### config.mk
export PLATFORM = sky130hd
export DESIGN_NAME = swap_arbiter_flat
export DESIGN_NICKNAME = d
export VERILOG_FILES = /design/src/rtl/swap_pkg.sv /design/src/rtl/swap_arbiter_if.sv /design/src/rtl/swap_regbank.sv /design/src/rtl/swap_arbiter.sv /design/src/flat_wrapper.sv
export SDC_FILE = /design/constraint.sdc
export NUM_CORES = 1
export LEC_CHECK = 0
export BUFFER_PORTS_ARGS = -buffer_cell sky130_fd_sc_hd__clkbuf_2
export CORE_AREA = 4 4 68 96
export CTS_CLUSTER_SIZE = 24
export DETAILED_ROUTE_END_ITERATION = 8
export DIE_AREA = 0 0 72 100
export GPL_ROUTABILITY_DRIVEN = 0
export GPL_TIMING_DRIVEN = 0
export PLACE_DENSITY = 0.64
export SLEW_MARGIN = 20
export SYNTH_ARGS = -nofsm -noshare
export SYNTH_HDL_FRONTEND = slang
export SYNTH_SLANG_ARGS = --single-unit
### constraint.sdc
create_clock -name ck -period 5.51 [get_ports ck]
set_input_delay 0.8265 -clock ck [delete_from_list [all_inputs] [get_ports ck]]
set_output_delay 0.8265 -clock ck [all_outputs]
set_load 0.1 [all_outputs]
### src/rtl/swap_pkg.sv
`default_nettype none
// +--------------------------------------------------------------------+
// | swap_pkg : shared types, default sizes and bank reset values.      |
// | Revision : 1.0                                                     |
// +--------------------------------------------------------------------+
package swap_pkg;

  localparam int SWAP_W = 6;
  localparam int SWAP_N = 4;

  typedef enum logic [1:0] {
    IDLE  = 2'd0,
    LOAD  = 2'd1,
    MOVE  = 2'd2,
    STORE = 2'd3
  } swap_state_e;

  // Callers truncate to the data width, giving (idx+1) mod 2^W.
  function automatic int swap_rst_val(input int idx);
    return idx + 1;
  endfunction

endpackage
`default_nettype wire

### src/rtl/swap_arbiter_if.sv
`default_nettype none
// +--------------------------------------------------------------------+
// | swap_arbiter_if : requester/observer bundle for swap_arbiter.      |
// | Revision : 1.0                                                     |
// +--------------------------------------------------------------------+
interface swap_arbiter_if
  import swap_pkg::*;
#(
  parameter int W = SWAP_W,
  parameter int N = SWAP_N
);
  localparam int IDX_W = $clog2(N);

  logic [1:0]       req;
  logic [IDX_W-1:0] a0;
  logic [IDX_W-1:0] b0;
  logic [IDX_W-1:0] a1;
  logic [IDX_W-1:0] b1;
  logic [1:0]       gnt;
  logic             busy;
  logic             done;
  logic [IDX_W-1:0] rd_idx;
  logic [W-1:0]     rd_data;

  modport master (
    output req, a0, b0, a1, b1, rd_idx,
    input  gnt, busy, done, rd_data
  );

  modport slave (
    input  req, a0, b0, a1, b1, rd_idx,
    output gnt, busy, done, rd_data
  );

endinterface
`default_nettype wire

### src/rtl/swap_regbank.sv
`default_nettype none
// +--------------------------------------------------------------------+
// | swap_regbank : N x W register bank plus tmp, one write port.       |
// | Revision : 1.0                                                     |
// +--------------------------------------------------------------------+
module swap_regbank
  import swap_pkg::*;
#(
  parameter int  W     = SWAP_W,
  parameter int  N     = SWAP_N,
  localparam int IDX_W = $clog2(N)
) (
  input  wire logic             ck,
  input  wire logic             rst,
  input  wire logic             tmp_ld_i,
  input  wire logic             wr_en_i,
  input  wire logic [IDX_W-1:0] wr_idx_i,
  input  wire logic [W-1:0]     wr_data_i,
  input  wire logic [IDX_W-1:0] ra_idx_i,
  input  wire logic [IDX_W-1:0] rb_idx_i,
  input  wire logic [IDX_W-1:0] rd_idx_i,
  output logic      [W-1:0]     ra_data_o,
  output logic      [W-1:0]     tmp_o,
  output logic      [W-1:0]     rd_data_o
);

  logic [W-1:0] r_q [N];
  logic [W-1:0] tmp_q;

  always_ff @(posedge ck) begin
    if (rst) begin
      for (int i = 0; i < N; i++) begin
        r_q[i] <= W'(swap_rst_val(i));
      end
      tmp_q <= '0;
    end else begin
      if (wr_en_i) begin
        r_q[wr_idx_i] <= wr_data_i;
      end
      if (tmp_ld_i) begin
        tmp_q <= r_q[rb_idx_i];
      end
    end
  end

  assign ra_data_o = r_q[ra_idx_i];
  assign tmp_o     = tmp_q;
  assign rd_data_o = r_q[rd_idx_i];

endmodule
`default_nettype wire

### src/rtl/swap_arbiter.sv
`default_nettype none
// +--------------------------------------------------------------------+
// | swap_arbiter : two-requester register swap sequencer.              |
// | SWAP_ARB_RR_EN selects round-robin, else fixed priority to req 0.  |
// | Revision : 1.0                                                     |
// +--------------------------------------------------------------------+
module swap_arbiter
  import swap_pkg::*;
#(
  parameter int  W     = SWAP_W,
  parameter int  N     = SWAP_N,
  localparam int IDX_W = $clog2(N)
) (
  input wire logic      ck,
  input wire logic      rst,
  swap_arbiter_if.slave bus
);

  swap_state_e      state_q, state_d;
  logic [IDX_W-1:0] sa_q, sa_d;
  logic [IDX_W-1:0] sb_q, sb_d;
  logic [1:0]       gnt_q, gnt_d;
  logic             busy_q, busy_d;
  logic             done_q, done_d;

  logic             accept;
  logic             win;
  logic             tmp_ld;
  logic             wr_en;
  logic [IDX_W-1:0] wr_idx;
  logic [W-1:0]     wr_data;
  logic [W-1:0]     ra_data;
  logic [W-1:0]     tmp_data;

  assign accept = (state_q == IDLE) && (bus.req != 2'b00);

`ifdef SWAP_ARB_RR_EN
  // ptr_q holds the last granted requester; a tie goes to the other one.
  logic ptr_q, ptr_d;

  always_comb begin
    win   = (bus.req == 2'b11) ? ~ptr_q : bus.req[1];
    ptr_d = accept ? win : ptr_q;
  end

  always_ff @(posedge ck) begin
    if (rst) begin
      ptr_q <= 1'b1;
    end else begin
      ptr_q <= ptr_d;
    end
  end
`else
  always_comb begin
    win = ~bus.req[0];
  end
`endif

  always_ff @(posedge ck) begin
    if (rst) begin
      state_q <= IDLE;
      sa_q    <= '0;
      sb_q    <= '0;
      gnt_q   <= 2'b00;
      busy_q  <= 1'b0;
      done_q  <= 1'b0;
    end else begin
      state_q <= state_d;
      sa_q    <= sa_d;
      sb_q    <= sb_d;
      gnt_q   <= gnt_d;
      busy_q  <= busy_d;
      done_q  <= done_d;
    end
  end

  always_comb begin
    state_d = state_q;
    sa_d    = sa_q;
    sb_d    = sb_q;
    gnt_d   = 2'b00;
    busy_d  = busy_q;
    done_d  = 1'b0;
    tmp_ld  = 1'b0;
    wr_en   = 1'b0;
    wr_idx  = sb_q;
    wr_data = ra_data;
    case (state_q)
      IDLE: begin
        if (accept) begin
          sa_d    = win ? bus.a1 : bus.a0;
          sb_d    = win ? bus.b1 : bus.b0;
          gnt_d   = win ? 2'b10 : 2'b01;
          busy_d  = 1'b1;
          state_d = LOAD;
        end
      end
      LOAD: begin
        tmp_ld  = 1'b1;
        state_d = MOVE;
      end
      MOVE: begin
        wr_en   = 1'b1;
        wr_idx  = sb_q;
        wr_data = ra_data;
        state_d = STORE;
      end
      STORE: begin
        wr_en   = 1'b1;
        wr_idx  = sa_q;
        wr_data = tmp_data;
        done_d  = 1'b1;
        busy_d  = 1'b0;
        state_d = IDLE;
      end
      default: begin
        state_d = IDLE;
      end
    endcase
  end

  swap_regbank #(
    .W (W),
    .N (N)
  ) u_bank (
    .ck        (ck),
    .rst       (rst),
    .tmp_ld_i  (tmp_ld),
    .wr_en_i   (wr_en),
    .wr_idx_i  (wr_idx),
    .wr_data_i (wr_data),
    .ra_idx_i  (sa_q),
    .rb_idx_i  (sb_q),
    .rd_idx_i  (bus.rd_idx),
    .ra_data_o (ra_data),
    .tmp_o     (tmp_data),
    .rd_data_o (bus.rd_data)
  );

  assign bus.gnt  = gnt_q;
  assign bus.busy = busy_q;
  assign bus.done = done_q;

endmodule
`default_nettype wire

### src/flat_wrapper.sv
// flat-port wrapper written by rule: the top's interface ports become plain ports
module swap_arbiter_flat import swap_pkg::*;
#(
  parameter int  W     = SWAP_W,
  parameter int  N     = SWAP_N,
  localparam int IDX_W = $clog2(N)
)
  (ck, rst, bus_req, bus_a0, bus_b0, bus_a1, bus_b1, bus_rd_idx, bus_gnt, bus_busy, bus_done, bus_rd_data);
  swap_arbiter_if #(.W(W), .N(N)) bus_i ();
  input wire logic ck;
  input wire logic rst;
  input wire logic [$bits(bus_i.req)-1:0] bus_req;
  input wire logic [$bits(bus_i.a0)-1:0] bus_a0;
  input wire logic [$bits(bus_i.b0)-1:0] bus_b0;
  input wire logic [$bits(bus_i.a1)-1:0] bus_a1;
  input wire logic [$bits(bus_i.b1)-1:0] bus_b1;
  input wire logic [$bits(bus_i.rd_idx)-1:0] bus_rd_idx;
  output wire logic [$bits(bus_i.gnt)-1:0] bus_gnt;
  output wire logic [$bits(bus_i.busy)-1:0] bus_busy;
  output wire logic [$bits(bus_i.done)-1:0] bus_done;
  output wire logic [$bits(bus_i.rd_data)-1:0] bus_rd_data;
  assign bus_i.req = bus_req;
  assign bus_i.a0 = bus_a0;
  assign bus_i.b0 = bus_b0;
  assign bus_i.a1 = bus_a1;
  assign bus_i.b1 = bus_b1;
  assign bus_i.rd_idx = bus_rd_idx;
  assign bus_gnt = bus_i.gnt;
  assign bus_busy = bus_i.busy;
  assign bus_done = bus_i.done;
  assign bus_rd_data = bus_i.rd_data;
  swap_arbiter #(.W(W), .N(N)) u_core (.ck(ck), .rst(rst), .bus(bus_i));
endmodule
**Yosys cells after proc, flatten, opt, wreduce, memory -nomap -nowiden**

Memories as Yosys holds them, arrays and structs flattened. A register that Yosys moved wholly into a read port is not among the register bits.
Cells that the tools add are included.

- Equality and inequality tests: 4
- Multiplexer cells: 22
- Bitwise operators: 2
- Reduce and logical (&&, ||, !) cells: 9

Operator list:

| cell | count |
|---|---|
| $mux 2 | 8 |
| $mux 6 | 2 |
| $mux 1 | 10 |
| $pmux 2 s4 | 1 |
| $reduce_or 6->1 | 1 |
| $eq 2x2->1 const B | 2 |
| $reduce_and 2->1 | 2 |
| $reduce_bool 2->1 | 2 |
| $reduce_or 3->1 | 1 |
| $eq 2x1->1 const B | 1 |
| $logic_not 2->1 | 1 |
| $ne 2x1->1 const B | 1 |
| $not 1->1 | 2 |
| $pmux 1 s2 | 1 |
| $reduce_or 2->1 | 1 |
| $logic_and 1x1->1 | 1 |

- Register bits after elaboration: 10
- RAM bits: 24
- Output and inout port bits: 10
- Memories kept: 1

Memory list:

| memory | depth | width | read ports | clocked after memory_dff | wr ports | RTL line | source |
|---|---|---|---|---|---|---|---|
| u_core.u_bank.r_q | 4 | 6 | 3 | 2 | 4 | swap_regbank.sv:27 | `logic [W-1:0] r_q [N];` |

**Longest topological paths before layout**

- Depth after elaboration: 8
- Gate-level depth with buffers: 6

**By module**

A second synthesis with hierarchy kept.

- Cells, all modules: 160
- Area total of the unflattened synthesis: 2222.1 um^2

By module, submodules not included:

| module | times used | cells each | area each (um^2) |
|---|---|---|---|
| swap_regbank | 1 | 105 | 1606.5 |
| swap_arbiter | 1 | 55 | 615.6 |

**Least setup slack after synthesis**

No wires, ideal clock.

- Path kind: input to output
- Start: in bus_rd_idx[0]
- End: out bus_rd_data[0]
- Arrival: 1.810 ns
- Data required time: 4.683 ns
- Path slack: 2.874 ns
- Cell stages on the path: 2
- Buffers on the path: 1
- Cells stage by stage: buf_2 -> mux4_2

- Word-level cells in the longest chain between the ends: 1

RTL lines:

| element | RTL line | source |
|---|---|---|
| from (decl) | flat_wrapper.sv:17 | `input wire logic [$bits(bus_i.rd_idx)-1:0] bus_rd_idx;` |
| $mem_v2 4x6 | - |  |
| to (decl) | flat_wrapper.sv:21 | `output wire logic [$bits(bus_i.rd_data)-1:0] bus_rd_data;` |

No other way between the ends.

**Worst setup path after layout**

- Start: in bus_rd_idx[0]
- End: out bus_rd_data[2]

Same word-level chain as after synthesis.

==> out/results.tsv <==
stage	metric	value	unit
clock_tree	number of clock sinks	42	
timing	Final Slew Violations	0	
route	count of nets left with antenna violations after detail routing	0	
setup_path	worst setup path start	bus_rd_idx[0]	
place	number of input and output port buffers inserted	21	
floorplanning	Chip Width	72	µm
synthesis	part of the Yosys area used for sequential elements	0.488	
pwr	post-layout power	1.17	mW
clock_tree	depth of the CTS H-tree	2	
global_route	Congestion Overflow GR	0	
pwr	combinational share of power	0.441	
final_layout	number of filler cells placed in the layout	537	
global_route	pin count of the biggest net entering global routing	15	
pwr	fraction of power spent switching nets	0.403	
pwr	proportion of power drawn by flip-flops and latches	0.387	
global_route	overall global routing resource usage	0.134	
setup_path	cell with the largest stage delay on the worst path	mux4_2	
setup_path	type of element launching the critical path	primary input	
synthesis	async set-or-reset flop fraction in the synthesized netlist	0	
floorplanning	Top Ports	24	
setup_path	Data required, critical path	4680	ps
pwr	Clock Power Share	0.172	
route	DRC Markers	0	
synthesis	number of instances in the synthesized netlist	162	
synthesis	number of flops mapped to enable cells by yosys	24	
pwr	leakage dissipation	0.943	nW
synthesis	distinct cell type count after synthesis	30	
setup_path	delay of the slowest cell on the worst path	540	ps
final_layout	Antenna Cells	0	
pwr	worst ir drop on vdd	0.256	mV
timing	worst relative slew slack	0.570	
clock_tree	count of cells resized by post-cts repair	0	
setup_path	critical path cell sequence	buf_2 -> mux4_2 -> clkbuf_2	
clock_tree	clock insertion delay at the later pin of the skew report	300	ps
route	first-iteration detailed-routing DRC count	69	
setup_path	maximum fanout count along the critical path	6	
setup_path	Crit Reg-Reg Startpoint	u_core.state_q[0]	
job	number of max-cap violations	0	
synthesis	number of warning messages in the yosys log	0	
final_layout	final-stage net count	209	
route	Via density	5.15	
setup_path	category of cells accounting for the largest share of critical-path delay	buffers and inverters	
hold_path	Min-Delay Startpoint	u_core.bus.busy	
timing	Clock Skew	9.80	ps
route	final wirelength	4.33	mm
clock_tree	clock buffer count from CTS	5	
synthesis	Post-Syn Area per Cell	13.7	µm²
place	Placed Cells	253	
clock_tree	count of buffers added by post-CTS timing repair for setup	0	
pwr	cell-internal power	0.696	mW
status	outcome	finished, final reports clean	
clock_tree	maximum clock insertion buffer count	2	
clock_tree	CTS Hold Bufs	0	
global_route	initial antenna violation count	0	
timing	max frequency	357	MHz
setup_path	arrival time at the worst endpoint	1980	ps
timing	final clock period utilization by the worst path	0.509	
setup_path	crit path buf inv count	2	
setup_path	kind of capture point of the worst setup path	output port	
clock_tree	CTS Root Cell	clkbuf_8	
final_layout	Area growth syn-to-layout	12.8	%
final_layout	footprint of the flip-flops and latches	0.00108	mm²
pwr	Pwr per Cell Area	467	mW/mm²
clock_tree	clock slew at reported path FFs	80	ps
timing	Hold Fails Final Rpt	0	
floorplanning	die extent in y	100	µm
global_route	first-pass GRT wire length	7.22	mm
synthesis	summed instance area of the synthesized netlist	0.00222	mm²
hold_path	class of the worst hold path	reg -> reg	
pwr	switching power total	0.470	mW
clock_tree	CTS tree	yes	
final_layout	fraction of layout cells with a size suffix above 1	0.293	
timing	slew at the pin closest to its max-slew limit	643	ps
final_layout	filler-free cell count of the finished design	261	
route	routed len/inst	16.6	µm
timing	# setup viols final	0	
place	hpwl dp	3.34	mm
timing	Final TNS setup	0	ps
timing	clock period minus final worst setup slack	2800	ps
route	number of optimization iterations in the first detailed-route pass	4	
floorplanning	Die Outline Area	0.00720	mm²
synthesis	number of nets in the synthesized netlist	181	
floorplanning	placeable core area	0.00570	mm²
setup_path	category of the most critical setup path	in -> out	
timing	setup repair after global routing missed its margin	false	
global_route	number of global-route vias before repair	1404	
floorplanning	number of placement rows	33	
synthesis	flop and latch count out of synthesis	42	
route	vias	1344	
synthesis	leading register cell type out of synthesis	edfxtp_1	
final_layout	multi-input gate area in the final layout	0.00105	mm²
floorplanning	starting density of the core	0.389	
-- state kept, by name (all words and copies together) (netlist names), named ones only --
name and count:
u_core.bus.busy 1, u_core.bus.gnt 2, u_core.bus.done 1, u_core.sb_q 2, u_core.sa_q 2, u_core.state_q 2
u_core.u_bank.r_q 24, u_core.u_bank.tmp_o 6
-- worst min-delay path, delay by kind of cell, from the launching register on --
| kind | cells | cell delay (ps) |
|---|---|---|
| AOI/OAI and AO/OA | 2 | 130 |
| DFF | 1 | 310 |
-- layer usage --
metal | share of wire | wire length, µm | global-route usage
met2 | 0.56 | 2400 | 0.246
met1 | 0.38 | 1650 | 0.142
met4 | 0.014 | 62 | 0.0521
met5 | 0 | 0 | 0
met3 | 0.049 | 212 | 0.0361
-- final timing paths --
| path | end | slack (ps) | cells after the start |
|---|---|---|---|
| worst max-delay path | bus_rd_data[2] | 2710 | 3 |
| worst max register to register | u_core.u_bank.r_q[1][4] | 3280 | 6 |
| worst min register to register | u_core.bus.busy | 490 | 2 |
| worst min-delay path | u_core.bus.busy | 490 | 2 |
-- placed cells by master, fill, tap and decap left out --
master,Yosys,final
nand2_1,2,2
mux2i_1,15,15
or3_1,2,2
a211oi_1,5,5
o21a_1,1,1
nor3_1,1,1
clkbuf_8,0,5
clkinvlp_4,0,1
dfxtp_1,18,18
mux4_2,12,12
mux4_1,6,6
mux2_2,2,2
and3b_1,1,1
clkbuf_1,4,4
o21ba_2,1,1
or3b_1,1,1
nand2b_4,2,2
nand2b_1,6,6
o21ai_0,1,1
o21ai_1,1,1
nor2b_1,1,1
nor3b_1,3,3
ha_1,5,5
buf_6,3,3
edfxtp_1,24,24
o211ai_1,1,1
buf_2,5,5
o21bai_1,1,1
mux2i_4,2,2
clkbuf_2,0,21
inv_1,2,2
a21oi_1,1,1
nor2_1,33,33
clkinv_4,0,1
clkinv_2,0,1
-- power groups by stage --
| stage | Clock [mW] | Combinational, mW | Sequential, mW |
|---|---|---|---|
| final | 0.200 | 0.514 | 0.451 |
| after global routing | 0.219 | 0.556 | 0.460 |
| after CTS | 0.205 | 0.521 | 0.452 |
| after detailed placement | 0 | 0.519 | 0.459 |
| after global placement | 0 | 0.515 | 0.456 |
| after floorplan | 0 | 0.380 | 0.497 |
-- cell usage after synthesis, types with 2 or more instances --
master,count,share of area
a211oi_1,5,0.017
buf_2,5,0.011
buf_6,3,0.015
clkbuf_1,4,0.0068
dfxtp_1,18,0.16
edfxtp_1,24,0.33
ha_1,5,0.028
inv_1,2,0.0034
mux2_2,2,0.010
mux2i_1,15,0.068
mux2i_4,2,0.020
mux4_1,6,0.071
mux4_2,12,0.12
nand2_1,2,0.0034
nand2b_1,6,0.017
nand2b_4,2,0.012
nor2_1,33,0.056
nor3b_1,3,0.010
or3_1,2,0.0056
-- metrics by stage --
| step | cell area, µm² | util | setup WS (ps) | hold WS, ps |
|---|---|---|---|---|
| 4_1_cts | 2500 | 0.439 | 2680 | 486 |
| 3_3_place_gp | 2410 | 0.423 | 2690 | 466 |
| 6_report | 2500 | 0.439 | 2710 | 485 |
| 3_5_place_dp | 2410 | 0.423 | 2680 | 472 |
| 5_1_grt | 2500 | 0.439 | 2660 | 522 |
| 2_1_floorplan | 2220 | - | 2870 | 460 |
-- logic make-up (layout without fill, tap and decap cells) --
kind of cell | after synthesis | count (layout) | synth area share
buffers and inverters | 14 | 43 | 0.0367
multiplexers | 37 | 37 | 0.291
AND/OR/NAND/NOR | 52 | 52 | 0.117
flip-flops | 42 | 42 | 0.488
adder cells (fa/ha/maj) | 5 | 5 | 0.0282
AO/OA/AOI/OAI | 12 | 12 | 0.0384
-- area by class of cell --
type                            count  share of cell area
Buffer                             12              0.0295
Clock buffer                        5              0.0275
Clock inverter                      3             0.00851
Inverter                            2             0.00300
Multi-Input combinational cell    106               0.422
Sequential cell                    42               0.433
Tap cell                           70              0.0351
Timing Repair Buffer               21              0.0421
No activity file was read; power rests on OpenSTA's default activity.
